**config.mk**
```make
export PLATFORM = sky130hd
export DESIGN_NAME = sdc_reader_blockseq
export DESIGN_NICKNAME = d
export VERILOG_FILES = /design/src/rtl/sdc_reader_blockseq_pkg.sv /design/src/rtl/sdc_reader_blockseq_byte_fifo.sv /design/src/rtl/sdc_reader_blockseq.sv
export SDC_FILE = /design/constraint.sdc
export NUM_CORES = 1
export LEC_CHECK = 0
export BUFFER_PORTS_ARGS = -buffer_cell sky130_fd_sc_hd__buf_2
export CAP_MARGIN = 20
export CORE_MARGIN = 2
export CORE_UTILIZATION = 30
export CTS_CLUSTER_SIZE = 16
export DETAILED_ROUTE_END_ITERATION = 8
export GPL_TIMING_DRIVEN = 0
export PLACE_DENSITY = 0.55
export SLEW_MARGIN = 20
export SYNTH_ARGS = -nofsm -noshare
export SYNTH_HDL_FRONTEND = slang
export SYNTH_SLANG_ARGS = --single-unit
```
**constraint.sdc**
```tcl
create_clock -name clk -period 9.8 [get_ports clk]
set_input_delay 1.47 -clock clk [delete_from_list [all_inputs] [get_ports clk]]
set_output_delay 1.47 -clock clk [all_outputs]
set_load 0.03 [all_outputs]
```
**src/rtl/sdc_reader_blockseq_pkg.sv**
```systemverilog
// Shared definitions for the SD card block sequencers (reader and writer side).
package sdc_reader_blockseq_pkg;

    localparam int SDC_ADDR_W      = 32;
    localparam int SDC_BLOCK_BYTES = 512;

    typedef enum logic [2:0] {
        ST_IDLE  = 3'd0,
        ST_REQ   = 3'd1,
        ST_DATA  = 3'd2,
        ST_NEXT  = 3'd3,
        ST_DRAIN = 3'd4
    } state_t;

endpackage

```
**src/rtl/sdc_reader_blockseq_byte_fifo.sv**
```systemverilog
// Synchronous byte FIFO with a registered first-word-fall-through head.
module sdc_byte_fifo #(
    parameter int DEPTH = 16,
    parameter int WIDTH = 8
) (
    input  logic             clk,
    input  logic             reset,
    input  logic             push,
    input  logic [WIDTH-1:0] din,
    input  logic             pop,
    output logic [WIDTH-1:0] head,
    output logic             full,
    output logic             empty,
    output logic             overflow
);

    localparam int PTR_W = $clog2(DEPTH);
    localparam int CNT_W = PTR_W + 1;

    logic [WIDTH-1:0] mem [DEPTH];
    logic [PTR_W-1:0] rd_ptr;
    logic [PTR_W-1:0] wr_ptr;
    logic [PTR_W-1:0] rd_next;
    logic [CNT_W-1:0] count;
    logic [CNT_W-1:0] count_after_pop;
    logic [CNT_W-1:0] count_next;
    logic [WIDTH-1:0] head_q;
    logic [WIDTH-1:0] head_next;
    logic             push_ok;
    logic             pop_ok;

    // A pop frees a slot in the same cycle, so a full FIFO still accepts a push alongside it.
    always_comb begin
        full            = (count == CNT_W'(DEPTH));
        empty           = (count == '0);
        pop_ok          = pop && !empty;
        push_ok         = push && (!full || pop_ok);
        overflow        = push && full && !pop_ok;
        rd_next         = rd_ptr + PTR_W'(pop_ok);
        count_after_pop = count - CNT_W'(pop_ok);
        count_next      = count_after_pop + CNT_W'(push_ok);
        head_next       = head_q;
        if (count_after_pop != '0) begin
            head_next = mem[rd_next];
        end else if (push_ok) begin
            head_next = din;
        end
    end

    always_ff @(posedge clk) begin
        if (push_ok) begin
            mem[wr_ptr] <= din;
        end
    end

    always_ff @(posedge clk) begin
        if (reset) begin
            rd_ptr <= '0;
            wr_ptr <= '0;
            count  <= '0;
            head_q <= '0;
        end else begin
            rd_ptr <= rd_next;
            wr_ptr <= wr_ptr + PTR_W'(push_ok);
            count  <= count_next;
            head_q <= head_next;
        end
    end

    assign head = head_q;

endmodule

```
**src/rtl/sdc_reader_blockseq.sv**
```systemverilog
// Read-side block sequencer: requests consecutive SD blocks, frames their bytes
// and buffers them through a byte FIFO toward a valid/ready consumer.
module sdc_reader_blockseq
    import sdc_reader_blockseq_pkg::*;
#(
    parameter int BLOCK_BYTES = SDC_BLOCK_BYTES,
    parameter int FIFO_DEPTH  = 16
) (
    input  logic                  clk,
    input  logic                  resetCounter,
    input  logic                  start,
    input  logic [SDC_ADDR_W-1:0] startAddr,
    input  logic [15:0]           numBlocks,
    output logic                  rdReq,
    output logic [SDC_ADDR_W-1:0] rdAddr,
    input  logic                  rdAck,
    input  logic                  rdByteValid,
    input  logic [7:0]            rdByte,
    output logic                  outValid,
    output logic [7:0]            outByte,
    input  logic                  outReady,
    output logic                  busy,
    output logic                  done,
    output logic                  err
);

    localparam int                CNT_W     = $clog2(BLOCK_BYTES);
    localparam logic [CNT_W-1:0]  LAST_BYTE = CNT_W'(BLOCK_BYTES - 1);

    state_t                  state;
    state_t                  state_next;
    logic [SDC_ADDR_W-1:0]   addr_reg;
    logic [15:0]             blocks_left;
    logic [CNT_W-1:0]        byte_cnt;
    logic                    done_q;
    logic                    err_q;
    logic                    start_ok;
    logic                    in_data;
    logic                    byte_push;
    logic                    last_byte;
    logic                    stray_byte;
    logic                    fifo_full;
    logic                    fifo_empty;
    logic                    fifo_overflow;
    logic [7:0]              fifo_head;

    // A start coinciding with the done pulse is dropped so back-to-back transfers stay distinct.
    always_comb begin
        start_ok   = (state == ST_IDLE) && start && !done_q;
        in_data    = (state == ST_DATA);
        byte_push  = in_data && rdByteValid;
        last_byte  = byte_push && (byte_cnt == LAST_BYTE);
        stray_byte = rdByteValid && !in_data;
    end

    always_ff @(posedge clk) begin
        if (resetCounter) begin
            state <= ST_IDLE;
        end else begin
            state <= state_next;
        end
    end

    always_comb begin
        state_next = state;
        case (state)
            ST_IDLE: begin
                if (start_ok) begin
                    state_next = (numBlocks == 16'd0) ? ST_DRAIN : ST_REQ;
                end
            end
            ST_REQ: begin
                if (rdAck) begin
                    state_next = ST_DATA;
                end
            end
            ST_DATA: begin
                if (last_byte) begin
                    state_next = ST_NEXT;
                end
            end
            ST_NEXT: begin
                state_next = (blocks_left == 16'd1) ? ST_DRAIN : ST_REQ;
            end
            ST_DRAIN: begin
                if (fifo_empty) begin
                    state_next = ST_IDLE;
                end
            end
            default: begin
                state_next = ST_IDLE;
            end
        endcase
    end

    always_comb begin
        rdReq    = (state == ST_REQ);
        rdAddr   = addr_reg;
        busy     = (state != ST_IDLE);
        done     = done_q;
        err      = err_q;
        outValid = !fifo_empty;
        outByte  = fifo_head;
    end

    // Dropped bytes still advance byte_cnt so the card's block framing is never lost.
    always_ff @(posedge clk) begin
        if (resetCounter) begin
            addr_reg    <= '0;
            blocks_left <= '0;
            byte_cnt    <= '0;
            done_q      <= 1'b0;
            err_q       <= 1'b0;
        end else begin
            if (start_ok) begin
                addr_reg    <= startAddr;
                blocks_left <= numBlocks;
            end
            if ((state == ST_REQ) && rdAck) begin
                byte_cnt <= '0;
            end else if (byte_push) begin
                byte_cnt <= byte_cnt + CNT_W'(1);
            end
            if (state == ST_NEXT) begin
                addr_reg    <= addr_reg + SDC_ADDR_W'(1);
                blocks_left <= blocks_left - 16'd1;
            end
            done_q <= (state == ST_DRAIN) && fifo_empty;
            if (stray_byte || fifo_overflow) begin
                err_q <= 1'b1;
            end else if (start_ok) begin
                err_q <= 1'b0;
            end
        end
    end

    sdc_byte_fifo #(
        .DEPTH (FIFO_DEPTH),
        .WIDTH (8)
    ) u_fifo (
        .clk      (clk),
        .reset    (resetCounter),
        .push     (byte_push),
        .din      (rdByte),
        .pop      (outReady),
        .head     (fifo_head),
        .full     (fifo_full),
        .empty    (fifo_empty),
        .overflow (fifo_overflow)
    );

    logic unused_full;
    assign unused_full = fifo_full;

endmodule

```
### After elaboration in Yosys (flattened, before gate mapping)

Memories as Yosys holds them, arrays and structs flattened.
Index checks and enable logic that the tools add are counted.

| operators by class | value |
|---|---|
| eq/ne operators | 11 |
| div/mod/pow operators | 0 |
| reductions and logical operators | 28 |
| $lt $le $gt $ge | 0 |
| multiply operators | 0 |
| bitwise logic cells | 0 |
| $add $sub $neg | 7 |
| shifts and indexed selects | 0 |
| multiplexer cells | 17 |

Operators with widths:

| cell | count |
|---|---|
| $mux 32 | 2 |
| $add 32x1->32 const B | 1 |
| $mux 16 | 2 |
| $mux 3 | 6 |
| $eq 16x1->1 const B | 1 |
| $logic_not 16->1 | 1 |
| $mux 8 | 2 |
| $sub 16x1->16 const B | 1 |
| $pmux 3 s5 | 1 |
| $logic_and 1x1->1 | 11 |
| $add 9x1->9 const B | 1 |
| $eq 9x9->1 const B | 1 |
| $add 4x1->4 | 2 |
| $eq 3x2->1 const B | 2 |
| $reduce_bool 2->1 | 3 |
| $add 5x1->5 | 1 |
| $eq 5x5->1 const B | 1 |
| $logic_not 1->1 | 5 |
| $logic_not 5->1 | 1 |
| $reduce_bool 5->1 | 1 |
| $sub 5x1->5 | 1 |
| $mux 1 | 4 |
| $ne 2x1->1 const B | 2 |
| $ne 2x2->1 const B | 2 |
| 7 further kinds | 8 |

| storage, ports and cells | value |
|---|---|
| register bits | 83 |
| latch bits | 0 |
| memories | 1 |
| output and inout port bits | 45 |
| RAM bits | 128 |
| logic and storage cells | 74 |
| bits in read-only memories | 0 |
| input bits | 62 |

Memories:

| memory | words | bits a word | rd ports | clocked after memory_dff | write ports | RTL line | text |
|---|---|---|---|---|---|---|---|
| u_fifo.mem | 16 | 8 | 1 | 0 | 1 | sdc_reader_blockseq_byte_fifo.sv:20 | `logic [WIDTH-1:0] mem [DEPTH];` |

### Longest topological paths before layout

Gate-level depths: netlist of the first run.

| logic depth | value |
|---|---|
| depth after elaboration | 7 |
| depth in mapped cells | 13 |
| depth with buffers taken out | 12 |

### Hierarchy

From an unflattened synthesis of the first run, not the netlist that was laid out.

| second synthesis, totals | value |
|---|---|
| cells, all modules | 776 |
| area, all modules | 9466.6 µm² |

Modules (own cells, without submodules):

| module | area an instance (µm²) | times used | sequential area each (µm²) | cells an instance |
|---|---|---|---|---|
| sdc_byte_fifo | 6020.8 | 1 | 4264.1 | 331 |
| sdc_reader_blockseq | 3445.8 | 1 | 1241.2 | 445 |

### Worst setup path after synthesis of the first run

Ideal clock, no wire load.

| path | value |
|---|---|
| path kind | input -> register |
| from | input outReady |
| to | register u_fifo.head_q[0], in the netlist u_fifo.head[0] |
| library setup time | 0.119 ns |
| path buffers | 2 |
| path slack | 5.909 ns |
| required time | 9.681 ns |
| cell stages on the path | 8 |
| data arrival time | 3.773 ns |
| cell sequence | and2_1 ha_1 ha_1 clkbuf_1 buf_2 mux4_2 mux2_2 o221a_2 |

| on the way | value |
|---|---|
| word-level cells in the longest chain between the ends | 4 |
| elaborated cells between the ends (all ways) | 9 |
| those cells by class | add/sub (2); mux (1); reduce/logical (5); memory (1) |

Ends and longest elaborated chain:

| item | RTL line | text |
|---|---|---|
| start: declaration | sdc_reader_blockseq.sv:21 | `input logic outReady,` |
| $logic_and 1x1->1 | sdc_reader_blockseq_byte_fifo.sv:36 | `pop_ok = pop && !empty;` |
| $add 4x1->4 | sdc_reader_blockseq_byte_fifo.sv:39 | `rd_next = rd_ptr + PTR_W'(pop_ok);` |
| named net u_fifo.rd_next[1] | sdc_reader_blockseq_byte_fifo.sv:23 | `logic [PTR_W-1:0] rd_next;` |
| $mem_v2 16x8 | -- |  |
| $mux 8 | sdc_reader_blockseq_byte_fifo.sv:43 | `if (count_after_pop != '0) begin` |
| end signal: assignment | sdc_reader_blockseq_byte_fifo.sv:66 | `head_q <= head_next;` |
| end: declaration | sdc_reader_blockseq_byte_fifo.sv:27 | `logic [WIDTH-1:0] head_q;` |

The timed path passes the listed nets, and every way through them passes these cells.
A chain may end at the register's enable or synchronous reset.

### Worst setup path in the final report of the first run

| path | value |
|---|---|
| from | register u_fifo.count[2] |
| to | register u_fifo.head_q[0], in the netlist u_fifo.head[0] |

| on the way | value |
|---|---|
| word-level cells in the longest chain between the ends | 6 |
| elaborated cells between the ends (all ways) | 13 |
| those cells by class | add/sub (2); eq/ne (1); mux (1); reduce/logical (8); memory (1) |

Ends and longest elaborated chain:

| item | RTL line | text |
|---|---|---|
| start: declaration | sdc_reader_blockseq_byte_fifo.sv:24 | `logic [CNT_W-1:0] count;` |
| start signal: assignment | sdc_reader_blockseq_byte_fifo.sv:65 | `count <= count_next;` |
| $logic_not 5->1 | sdc_reader_blockseq_byte_fifo.sv:35 | `empty = (count == '0);` |
| $logic_not 1->1 | sdc_reader_blockseq_byte_fifo.sv:36 |  |
| $logic_and 1x1->1 | sdc_reader_blockseq_byte_fifo.sv:36 |  |
| $add 4x1->4, or another cell as far along | sdc_reader_blockseq_byte_fifo.sv:39 |  |
| $mem_v2 16x8, or another cell as far along | -- |  |
| $mux 8 or $reduce_bool 2->1 (tied branches) | -- |  |

Parallel ways exist; a longest one is shown, timed or not.

==> results.txt, run 1 <==
status: completed
global-route wire length before repair: 40360 µm
PD cells: 248.9 nW/µm²
Synth Register Bits: 211
Syn Inst Count: 746
RR Startpoint: u_fifo.count[2]
clk sinks: 211
Buf+Inv Stages, Crit Path: 2
Critical R2R Capture: u_fifo.head[0]
top_reg_cell synth: edfxtp_1
fin nets: 954
Max stage delay on crit path: 0.69 ns
Die Span X: 180.3 µm
unrepaired setup endpoints after global routing: false
via count: 6914
Required @ worst endpoint: 10.22 ns
Synth cell types: 56
TritonRoute pass-1 iters: 6
Power, Total: 2.767 mW
fillers: 3050
GRT Overall Usage: 15.81%
vias in the first global route: 6801
Setup crit end kind: register
Slew Limit Headroom: 41.16%
antenna viol nets, final: 0
Crit path max-delay family: simple AND/OR/NAND/NOR gates
setup TNS: 0 ns
die area: 32520 µm²
Bufs on Longest Clock Path: 3
worst reg-to-reg setup slack: 5.51 ns
syn_nets: 821
mapped cell area: 9326 µm²
hold endpoint: blocks_left[7]
Worst EP arrival: 4.71 ns
Final Hold Vio Count: 0
core area: 30590 µm²
initial antenna violation count: 0
worst hold start: blocks_left[7]
dominant cells by area after synthesis: edfxtp_1, dfxtp_1, mux4_2
MaxCap Viol Count: 0
CP most frequent cell: ha_1
RD Place Congestion: 0.8673
Yosys top cell by area: edfxtp_1
CP Max Fanout: 10
worst hold path class: register to register
Slew @ Worst Pin: 0.8764 ns
sequential fraction of the synthesis area: 59.03%
CTS resizes: 0
area delta synth->final: 19.22%
total gr overflow: 0
most instantiated cells after synthesis: edfxtp_1, dfxtp_1, nor2_1
routed wire length: 26100 µm
Slew Limit Fails: 0
ratio of cells with drive above 1 in the final layout: 24.02%
async set-reset flop share out of synthesis: 0%
Clock Skew: 0.02037 ns
hold depth: 2
R2R depth: 11
Post-synth EDFFs: 128
crit start category: register
hpwl dp: 18130 µm
die height: 180.3 µm
most frequent cell after synthesis: edfxtp_1
clk_lat worst skew: 0.54 ns
critical path class: register to register
yosys warns: 0
row cnt: 64
crit-path cells: or4_1, nor2_1, inv_1, and2_1, ha_1, ha_1, xnor2_1, clkbuf_1, mux4_2, mux2_2, o221a_2
clock slew at reported path FFs: 0.05 ns
CP max-delay cell: xnor2_1
Initial Utilization: 30.49%
final period utilization: 43.77%
cts bufs inserted: 25
syn avg cell area: 12.50 µm²
endpoints failing setup: 0
area share of the largest cell type after synthesis: 41.21%
Vias/cell: 5.356
largest net degree at the start of global routing: 18
minimum clock period: 4.289 ns
CTS Root Cell: clkbuf_16
drc violations: 0
routed wire length per instance: 20.22 µm
Ports: 107
Iter 0 DRT Violations: 624
post-CTS setup repair buffer count: 0
f_max: 233.1 MHz
htree depth: 1
leakage: 3.912 nW
CTS Hold Bufs: 0
CTS tree: done
# port buffers: 106
# diodes: 0
peak supply drop: 0.1514 mV
## worst max-delay path by stage
stage / from / end / slack, ns / cells past startpoint
6_report: u_fifo.count[2] / u_fifo.head[0] / 5.51 / 11
5_1_grt: u_fifo.count[2] / u_fifo.head[1] / 5.27 / 11
4_1_cts: u_fifo.count[2] / u_fifo.head[0] / 5.50 / 11
3_5_place_dp: outReady / u_fifo.head[0] / 5.17 / 9
3_3_place_gp: outReady / u_fifo.head[0] / 5.19 / 9
2_1_floorplan: outReady / u_fifo.head[0] / 5.91 / 8
## worst min-delay path, cell delays in order (launching register included)
cell and delay (ns):
dfxtp_1 0.32, nand2_1 0.06, a21oi_1 0.05
## metrics by stage
step,instances,hold slack [ns],utilization [%],worst slack (ns),area [µm²]
after floorplan,746,0.4398,-,5.909,9326
after global placement,1248,0.4579,33.84,5.187,10350
after detailed placement,1248,0.4649,33.91,5.168,10370
after CTS,1291,0.4725,36.35,5.503,11120
after global routing,1291,0.5010,36.35,5.272,11120
final,1291,0.4700,36.35,5.511,11120
## placed cells by master, fill, tap and decap left out, types with 11 or more instances in the layout
cell       synthesis  layout
nand2_1           41      41
nor2_1            66      66
edfxtp_1         128     128
clkbuf_16          0      25
nand3_1           27      27
mux2_2            20      20
ha_1              13      13
mux2i_1           12      12
clkbuf_1          28      39
dfxtp_1           83      83
buf_2              7     113
mux4_2            32      32
a21oi_1           45      45
o21ai_0           12      12
inv_1             13      13
nor4_1            20      20
or4_1             11      11
nor3_1            20      16
nand4_1           11      11
## cell type report
class	instances	area (µm²)	share of cell area [%]
Clock inverter	6	66.31	0.5964
Tap cell	396	495.5	4.456
Timing Repair Buffer	106	530.5	4.771
Inverter	13	48.80	0.4388
Buffer	42	166.4	1.497
Sequential cell	211	5505	49.51
Multi-Input combinational cell	480	3626	32.61
Clock buffer	37	680.7	6.121
## flip-flops by register name, indices dropped and copies added (netlist names)
| signal | count |
|---|---|
| blocks_left | 16 |
| byte_cnt | 9 |
| done | 1 |
| err | 1 |
| rdAddr | 32 |
| state | 3 |
| u_fifo.count | 5 |
| u_fifo.head | 8 |
| u_fifo.mem | 128 |
| u_fifo.rd_ptr | 4 |
| u_fifo.wr_ptr | 4 |
## power breakdown
group          internal [mW]  switching (mW)  leakage [nW]  total (mW)
clock network          0.506           0.358         0.361       0.863
registers               1.00          0.0586          1.83        1.06
logic                  0.354           0.491          1.72       0.845
total                   1.86           0.907          3.91        2.77
## kinds of logic after synthesis
kind of cell	Yosys count	share of synthesized area [%]
flip-flops	211	59.03
XOR/XNOR	19	1.784
buffers and inverters	55	2.308
multiplexers	64	11.43
adder cells (fa/ha/maj)	13	1.744
AND/OR/NAND/NOR	257	14.41
AO/OA/AOI/OAI	127	9.297
## per-layer routing
layer | vias to the layer above | GRT usage, % | share of wire, %
li1 | 3161 | - | -
met1 | 3421 | 22.50 | 46
met2 | 284 | 24.56 | 45
met3 | 48 | 2.870 | 6.8
met4 | 0 | 4.710 | 2.4
met5 | - | 0 | 0
No activity file was read; power rests on OpenSTA's default activity.
==> inputs of run 2 (changes only) <==
- clock period: 9.8 -> 4.4 ns (I/O delays scaled with it)
==> run 2 against run 1 <==
  * Worst setup slack got worse by 5.2 ns
  * Non-clock buffer count stayed put
  * Utilization is essentially flat
  * Clock power increased by 120%
  * Count of clock-buffer cells in the layout unchanged
  * Sequential power grew 120%
  * Die area is the same
  * Hold slack worse by 0.096 ns
  * Via count down 0.27%
  * Global-route usage is the same
  * Sequential share of layout area about the same
==> results.txt, run 2 (synthesis gave the netlist of run 1 again) <==
status: completed
largest net degree at the start of global routing: 18 (unchanged)
Slew Limit Fails: 0 (unchanged)
core area: 30590 µm² (unchanged)
RD Place Congestion: 0.8673 (unchanged)
Die Span X: 180.3 µm (unchanged)
area delta synth->final: 19.30% (about the same)
MaxCap Viol Count: 0 (unchanged)
drc violations: 0 (unchanged)
peak supply drop: 0.3372 mV (+120%)
routed wire length: 26130 µm (+0.11%)
die area: 32520 µm² (unchanged)
Iter 0 DRT Violations: 656 (+5.1%)
post-CTS setup repair buffer count: 0 (unchanged)
f_max: 243.4 MHz (+4.4%)
Clock Skew: 0.01892 ns (-0.001453 ns)
setup TNS: 0 ns (unchanged)
antenna viol nets, final: 0 (unchanged)
row cnt: 64 (unchanged)
critical path class: register to register
Slew Limit Headroom: 41.08% (-0.074 points)
hpwl dp: 18130 µm (unchanged)
Final Hold Vio Count: 0 (unchanged)
Seq. cell area: 5505 µm² (unchanged)
most frequent cells in the layout: edfxtp_1, buf_2, dfxtp_1
clk_lat worst skew: 0.53 ns (about the same)
minimum clock period: 4.109 ns (-0.1801 ns)
Slew @ Worst Pin: 0.8757 ns (-0.0006716 ns)
Initial Utilization: 30.49% (unchanged)
Setup crit end kind: register
Required @ worst endpoint: 4.83 ns (-5.39 ns)
leakage: 3.912 nW (about the same)
total gr overflow: 0 (unchanged)
fin nets: 954 (unchanged)
CTS Root Cell: clkbuf_16
Finished Layout Cells: 1291 (unchanged)
fillers: 3048 (-0.066%)
via count: 6895 (-0.27%)
placed cell area: 10370 µm² (unchanged)
cts bufs inserted: 25 (unchanged)
final period utilization: 93.39% (+50 points)
cell count after placement: 1248 (unchanged)
Design Area, Final: 11130 µm² (about the same)
vias in the first global route: 6801 (unchanged)
CTS Hold Bufs: 0 (unchanged)
ratio of cells with drive above 1 in the final layout: 24.13% (+0.11 points)
PD cells: 553.9 nW/µm² (+120%)
Bufs on Longest Clock Path: 3 (unchanged)
Ports: 107 (unchanged)
clock slew at reported path FFs: 0.06 ns (about the same)
GRT Overall Usage: 15.81% (unchanged)
multi-input combinational cell area: 3633 µm² (+0.21%)
worst hold path class: input port to register
max FFs per register: 128 (unchanged)
die height: 180.3 µm (unchanged)
Vias/cell: 5.341 (-0.27%)
TritonRoute pass-1 iters: 5 (-1)
routed wire length per instance: 20.24 µm (+0.11%)
global-route wire length before repair: 40360 µm (unchanged)
CP Max Fanout: 10 (unchanged)
initial antenna violation count: 0 (unchanged)
clk sinks: 211 (unchanged)
CTS tree: done
CTS resizes: 0 (unchanged)
# diodes: 0 (unchanged)
unrepaired setup endpoints after global routing: false
htree depth: 1 (unchanged)
crit start category: register
Worst EP arrival: 4.54 ns (-0.17 ns)
leading cell type in the layout, fill and taps excluded: edfxtp_1
Power, Total: 6.163 mW (+120%)
# port buffers: 106 (unchanged)
endpoints failing setup: 0 (unchanged)
Most flops, register: u_fifo.mem
-- run 2: cell types whose count changed in the layout (fill, tap and decap cells not counted) --
cell     before  now
xnor2_2       0    1
xnor2_1       9    8
-- run 2: cell type report --
cell class / count / area share, %
Tap cell: 396 / 4.453
Buffer: 42 / 1.496
Clock inverter: 6 / 0.5960
Clock buffer: 37 / 6.117
Inverter: 13 / 0.4385
Sequential cell: 211 / 49.48
Timing Repair Buffer: 106 / 4.768
Multi-Input combinational cell: 480 / 32.65
-- run 2: critical path: stages, from the launching register on --
cell      delay (ns)
dfxtp_1         0.34
or4_1           0.57
nor2_1          0.21
inv_1           0.13
and2_1          0.22
ha_1            0.21
ha_1            0.27
clkbuf_1        0.40
clkbuf_1        0.58
mux4_2          0.58
mux2_2          0.28
o221a_2         0.23
-- run 2: metrics by stage --
stage / hold WS (ns) / util (%) / setup WS [ns]
2_1_floorplan: 0.4398 / - / 0.7520
3_3_place_gp: 0.4579 / 33.84 / 0.09929
3_5_place_dp: 0.4649 / 33.91 / 0.1078
4_1_cts: 0.3635 / 36.35 / 0.1034
5_1_grt: 0.3743 / 36.38 / 0.008637
6_report: 0.3738 / 36.38 / 0.2908
-- run 2: where the power goes --
| part | switching, mW | internal [mW] | leakage (nW) |
|---|---|---|---|
| logic | 1.09 | 0.789 | 1.72 |
| registers | 0.132 | 2.23 | 1.83 |
| clock network | 0.794 | 1.13 | 0.361 |
-- run 2: worst paths after layout --
kind,startpoint,to,slack [ns],cells past startpoint
max,u_fifo.count[2],u_fifo.head[6],0.29,11
min,startAddr[13],rdAddr[13],0.37,3
max reg2reg,u_fifo.count[2],u_fifo.head[6],0.29,11
min reg2reg,blocks_left[7],blocks_left[7],0.47,2
-- run 2: per-layer routing --
layer / track usage (%) / vias up / wire length, µm
met3: 2.870 / 48 / 1837
met2: 24.56 / 273 / 11720
met5: 0 / - / 0
li1: - / 3164 / -
met1: 22.50 / 3410 / 11930
met4: 4.710 / 0 / 648
